--- src/rtl/debounce_pkg.sv ---
// Shared types and helpers for the pushbutton debounce/count front end.
package debounce_pkg;

    typedef enum logic [1:0] {
        IDLE,
        PRESS_WAIT,
        HELD,
        REL_WAIT
    } deb_state_t;

    // Counter step: at max either hold (sat) or wrap to zero.
    function automatic logic [31:0] cnt_inc(
        input logic [31:0] val,
        input logic [31:0] max,
        input logic        sat
    );
        if (val == max) begin
            return sat ? val : 32'd0;
        end
        return val + 32'd1;
    endfunction

endpackage

--- src/rtl/debounce_channel.sv ---
// One button channel: 2-flop synchroniser, stable-time debounce FSM,
// raw edge detect and the clean/raw event counters.
module debounce_channel
    import debounce_pkg::*;
#(
    parameter int CNT_WIDTH       = 7,
    parameter int DEBOUNCE_CYCLES = 500000,
    parameter bit SATURATE        = 1'b0
) (
    input  logic                 clk,
    input  logic                 reset,
    input  logic                 btn_n,
    input  logic                 clear,
    output logic                 press_pulse,
    output logic                 release_pulse,
    output logic                 held,
    output logic [CNT_WIDTH-1:0] clean_count,
    output logic [CNT_WIDTH-1:0] raw_count
);

    localparam int TW = $clog2(DEBOUNCE_CYCLES);
    localparam logic [TW-1:0] T_LAST = TW'(DEBOUNCE_CYCLES - 1);
    localparam logic [31:0] CNT_MAX = 32'((64'd1 << CNT_WIDTH) - 64'd1);

    logic          s0;
    logic          s1;
    logic          s1_d;
    deb_state_t    state;
    deb_state_t    state_nxt;
    logic [TW-1:0] timer;
    logic [TW-1:0] timer_nxt;
    logic          press_nxt;
    logic          release_nxt;

    always_ff @(posedge clk) begin
        if (reset) begin
            s0   <= 1'b0;
            s1   <= 1'b0;
            s1_d <= 1'b0;
        end else begin
            s0   <= ~btn_n;
            s1   <= s0;
            s1_d <= s1;
        end
    end

    always_comb begin
        state_nxt   = state;
        timer_nxt   = timer;
        press_nxt   = 1'b0;
        release_nxt = 1'b0;
        unique case (state)
            IDLE: begin
                if (s1) begin
                    state_nxt = PRESS_WAIT;
                    timer_nxt = '0;
                end
            end
            PRESS_WAIT: begin
                if (!s1) begin
                    state_nxt = IDLE;
                end else if (timer == T_LAST) begin
                    state_nxt = HELD;
                    press_nxt = 1'b1;
                end else begin
                    timer_nxt = timer + TW'(1);
                end
            end
            HELD: begin
                if (!s1) begin
                    state_nxt = REL_WAIT;
                    timer_nxt = '0;
                end
            end
            REL_WAIT: begin
                if (s1) begin
                    state_nxt = HELD;
                end else if (timer == T_LAST) begin
                    state_nxt   = IDLE;
                    release_nxt = 1'b1;
                end else begin
                    timer_nxt = timer + TW'(1);
                end
            end
            default: begin
                state_nxt = IDLE;
            end
        endcase
    end

    always_ff @(posedge clk) begin
        if (reset) begin
            state         <= IDLE;
            timer         <= '0;
            press_pulse   <= 1'b0;
            release_pulse <= 1'b0;
        end else begin
            state         <= state_nxt;
            timer         <= timer_nxt;
            press_pulse   <= press_nxt;
            release_pulse <= release_nxt;
        end
    end

    assign held = (state == HELD) || (state == REL_WAIT);

    // Clear outranks any increment landing in the same cycle.
    always_ff @(posedge clk) begin
        if (reset || clear) begin
            clean_count <= '0;
            raw_count   <= '0;
        end else begin
            if (press_pulse) begin
                clean_count <= CNT_WIDTH'(cnt_inc(32'(clean_count),
                                                  CNT_MAX, SATURATE));
            end
            if (s1 && !s1_d) begin
                raw_count <= raw_count + CNT_WIDTH'(1);
            end
        end
    end

endmodule

--- src/rtl/debounce_counter_array.sv ---
// NUM_CH independent debounced button channels with press and raw-edge
// counters packed onto flat buses, optionally inverted for active-low LEDs.
module debounce_counter_array
    import debounce_pkg::*;
#(
    parameter int NUM_CH          = 4,
    parameter int CNT_WIDTH       = 7,
    parameter int DEBOUNCE_CYCLES = 500000,
    parameter int SATURATE        = 0,
    parameter int OUT_INVERT      = 1
) (
    input  logic                        clk,
    input  logic                        reset,
    input  logic [NUM_CH-1:0]           btn_n,
    input  logic                        clear,
    output logic [NUM_CH-1:0]           press_pulse,
    output logic [NUM_CH-1:0]           release_pulse,
    output logic [NUM_CH-1:0]           held,
    output logic [NUM_CH*CNT_WIDTH-1:0] clean_count,
    output logic [NUM_CH*CNT_WIDTH-1:0] raw_count
);

    logic [NUM_CH*CNT_WIDTH-1:0] clean_vec;
    logic [NUM_CH*CNT_WIDTH-1:0] raw_vec;

    for (genvar i = 0; i < NUM_CH; i++) begin : g_ch
        debounce_channel #(
            .CNT_WIDTH       (CNT_WIDTH),
            .DEBOUNCE_CYCLES (DEBOUNCE_CYCLES),
            .SATURATE        (SATURATE != 0)
        ) u_ch (
            .clk           (clk),
            .reset         (reset),
            .btn_n         (btn_n[i]),
            .clear         (clear),
            .press_pulse   (press_pulse[i]),
            .release_pulse (release_pulse[i]),
            .held          (held[i]),
            .clean_count   (clean_vec[i*CNT_WIDTH +: CNT_WIDTH]),
            .raw_count     (raw_vec[i*CNT_WIDTH +: CNT_WIDTH])
        );
    end

    assign clean_count = (OUT_INVERT != 0) ? ~clean_vec : clean_vec;
    assign raw_count   = (OUT_INVERT != 0) ? ~raw_vec   : raw_vec;

endmodule

--- config.mk ---
export PLATFORM = sky130hd
export DESIGN_NAME = debounce_counter_array
export DESIGN_NICKNAME = d
export VERILOG_FILES = /design/src/rtl/debounce_pkg.sv /design/src/rtl/debounce_channel.sv /design/src/rtl/debounce_counter_array.sv
export SDC_FILE = /design/constraint.sdc
export NUM_CORES = 1
export LEC_CHECK = 0
export CAP_MARGIN = 20
export CORE_MARGIN = 3
export CORE_UTILIZATION = 30
export DETAILED_ROUTE_END_ITERATION = 8
export GPL_TIMING_DRIVEN = 0
export SYNTH_ARGS = -nofsm -noshare
export SYNTH_HDL_FRONTEND = slang
export SYNTH_SLANG_ARGS = --single-unit
export TNS_END_PERCENT = 10
--- constraint.sdc ---
create_clock -name clk -period 5.2 [get_ports clk]
set_input_delay 0.78 -clock clk [delete_from_list [all_inputs] [get_ports clk]]
set_output_delay 0.78 -clock clk [all_outputs]
set_load 0.1 [all_outputs]
==> impl_metrics.py <==
metrics = {
    "pwr": {
        "switching_share_pct": 22.0,
        "power.switching_uw": 575,
        "pwr-share-clk_pct": 50.3,
        "pwr-share-comb_pct": 2.5,
        "power_frac_seq_pct": 47.2,
        "p_per_area_nw_per_um2": 287,
        "ir_drop_uv": 198,
        "p_int_mw": 2.04,
        "p_leak_nw": 3.04,
    },
    "yosys": {
        "synth_top_cell_by_area": "dfxtp_1",
        "yosys_warnings": 0,
        "syn_inst": 863,
        "synth.most_common_cell": "dfxtp_1",
        "syn-num-nets": 882,
        "synth.area.top_cells": "dfxtp_1 (44%), nor2_1 (6.4%), xnor2_1 (6.0%), xor2_1 (4.5%), nand3_1 (3.4%)",
        "post_synth_num_cell_types": 61,
        "synth_top_area_share_pct": 43.5,
        "yosys-top-cells-count": "dfxtp_1 (160), nor2_1 (125), inv_1 (62)",
        "synth_seq_area_share_pct": 43.5,
        "async_flop_share_pct": 0,
        "syn_avg_cell_area_um2": 8.53,
        "ys_ff_latch": 160,
        "syn_area_um2": 7360,
        "yosys_most_used_dff": "dfxtp_1",
        "synth_edf_count": 0,
    },
    "place": {
        "port-buffer-count": 74,
        "dp_hpwl_um": 11800,
        "placed_area_um2": 8500,
        "routabilityCongestion": 0.819,
    },
    "timing": {
        "slew_headroom_pct": 29.4,
        "period_share_pct": 58.2,
        "rsz0062_at_grt": "false",
        "max_freq_ghz": 0.330,
        "setup_viol": 0,
        "finalCriticalPeriod_ps": 3030,
        "drv_slew": 0,
        "fin_skew_ps": 10.9,
        "worst_pin_slew_ps": 1060,
        "tns_ps": 0,
        "finalHoldViolations": 0,
    },
    "cts": {
        "cts_buffers": 17,
        "cts_sinks": 160,
        "root_buffer": "clkbuf_16",
        "cts_max_path_buffers": 2,
        "clkTransAtPathRegs_ps": 60,
        "hold_buffers": 0,
        "tritoncts": "done",
        "post-cts-setup-buffers": 0,
        "ctsHtreeMaxLevel": 4,
        "cts-resized-gates": 0,
        "clock_latency_ps": 430,
    },
    "worst_setup_path": {
        "crit_required_ps": 4420,
        "worstPathArrival_ps": 2250,
        "crit_path_start_kind": "flip-flop",
        "endpoint_kind": "output port",
        "path_max_fanout": 6,
        "critical_path_class": "flip-flop to output port",
    },
    "die": {
        "die_h_um": 163,
        "ios": 75,
        "die_w_um": 163,
        "row_count": 56,
        "core_um2": 23800,
        "initial_utilization_pct": 30.9,
        "dieArea_um2": 26400,
    },
    "detailed_routing": {
        "viasPerCell": 4.71,
        "drtIter0Drc": 360,
        "wl_per_cell_um": 12.9,
        "dr.pass1.iters": 5,
        "vias": 6060,
        "wl_um": 16600,
        "drc": 0,
        "antenna_left": 0,
    },
    "global_routing": {
        "antenna_found_initial": 0,
        "track_usage_pct": 12.8,
        "grt_pass1_vias": 5604,
        "overflow": 0,
        "grt_start_max_net_pins": 17,
        "grt_pass1_wl_um": 27900,
    },
    "worst_hold_path": {
        "hp-class": "flip-flop to flip-flop",
    },
    "layout": {
        "diodes": 0,
        "drive_gt1_share_pct": 6.71,
        "syn_to_final_growth_pct": 23.9,
        "stdcell_area_um2": 9120,
        "fin_nets": 975,
    },
    "run": {
        "drv_cap": 0,
    },
    "outcome": {
        "status": "finished clean",
    },
}
worst max-delay path, cell delays in order, from the launching register on:
cell and delay, ps:
dfxtp_1 480, clkbuf_1 130, buf_4 90, clkdlybuf4s50_1 1110
per-stage QoR:
| stage | utilization (%) | std cells | hold WS (ps) | power (mW) | worst slack [ps] |
|---|---|---|---|---|---|
| floorplan | - | 863 | 414 | 1.31 | 3470 |
| global placement | 35.7 | 1256 | 422 | 1.33 | 2500 |
| detailed placement | 35.7 | 1256 | 420 | 1.33 | 2500 |
| CTS | 38.3 | 1287 | 432 | 2.65 | 2130 |
| global route | 38.3 | 1287 | 463 | 2.71 | 2080 |
| finish | 38.3 | 1287 | 431 | 2.62 | 2170 |
cells by family (layout without fill, tap and decap cells):
| kind of cell | after synthesis | count (layout) | share of synthesized area (%) |
|---|---|---|---|
| buffers and inverters | 103 | 208 | 6.02 |
| multiplexers | 10 | 10 | 1.41 |
| XOR/XNOR | 90 | 90 | 10.9 |
| flip-flops | 160 | 160 | 43.5 |
| adder cells (fa/ha/maj) | 12 | 12 | 2.04 |
| AND/OR/NAND/NOR | 397 | 397 | 28.4 |
| AO/OA/AOI/OAI | 91 | 91 | 7.70 |
sequential cells by signal, summed over array words and instances (netlist names), named ones only:
signal                   flops
g_ch.u_ch.timer             76
g_ch.u_ch.clean_count       28
g_ch.u_ch.raw_count         28
g_ch.u_ch.press_pulse        4
g_ch.u_ch.release_pulse      4
g_ch.u_ch.s0                 4
g_ch.u_ch.s1                 4
g_ch.u_ch.s1_d               4
g_ch.u_ch.state              4
final timing paths:
path / from / to / slack, ps / cells after the start
max: flip-flop / held[2] / 2170 / 3
min: g_ch[0].u_ch.s0$_SDFF_PP0_ / g_ch[0].u_ch.s1$_SDFF_PP0_ / 430 / 1
max reg2reg: g_ch[1].u_ch.timer[0]$_SDFFE_PP0P_ / g_ch[1].u_ch.press_pulse$_SDFF_PP0_ / 3050 / 5
min reg2reg: g_ch[0].u_ch.s0$_SDFF_PP0_ / g_ch[0].u_ch.s1$_SDFF_PP0_ / 430 / 1
layout make-up:
type	count	area (um^2)
clock buffer	20	467
inverter	62	233
clock inverter	11	153
tap	319	399
buffer	41	210
multi-input combinational	600	3710
fill	2421	14700
timing repair buffer	74	741
sequential	160	3200
metal layers:
layer / GRT usage, % / vias up / share of wire (%)
met4: 3.50 / 0 / 1.2
met5: 0 / - / 0
met1: 18.5 / 2778 / 53
met2: 19.0 / 146 / 41
li1: - / 3116 / -
met3: 3.15 / 20 / 4.6
cell usage in the layout, fill, tap and decap left out, types with 4 or more instances in the layout:
master / instances
clkdlybuf4s50_1: 74
clkbuf_1: 19
nand4_1: 27
a22oi_1: 5
nor3_1: 17
nor4_2: 4
and4_1: 12
o21ai_1: 5
nor4b_1: 13
xor2_1: 38
a311oi_1: 4
buf_4: 12
nor2b_1: 14
nor4bb_1: 4
mux2i_1: 7
nand2_1: 59
dfxtp_1: 160
xnor2_1: 50
nor2_1: 125
clkbuf_16: 17
o211ai_1: 4
nand3_1: 50
a21oi_1: 32
and3_1: 17
nor3b_1: 11
buf_1: 6
ha_1: 12
inv_1: 62
o21ai_0: 17
nand2b_1: 7
or3_1: 15
power by group through the flow:
stage               sequential (mW)  clock, mW  combinational [mW]
floorplan                      1.26          0              0.0432
global placement               1.26          0              0.0661
detailed placement             1.26          0              0.0659
CTS                            1.24       1.35              0.0664
global route                   1.24       1.40              0.0730
finish                         1.24       1.32              0.0653
(Power assumes the default switching activity.)
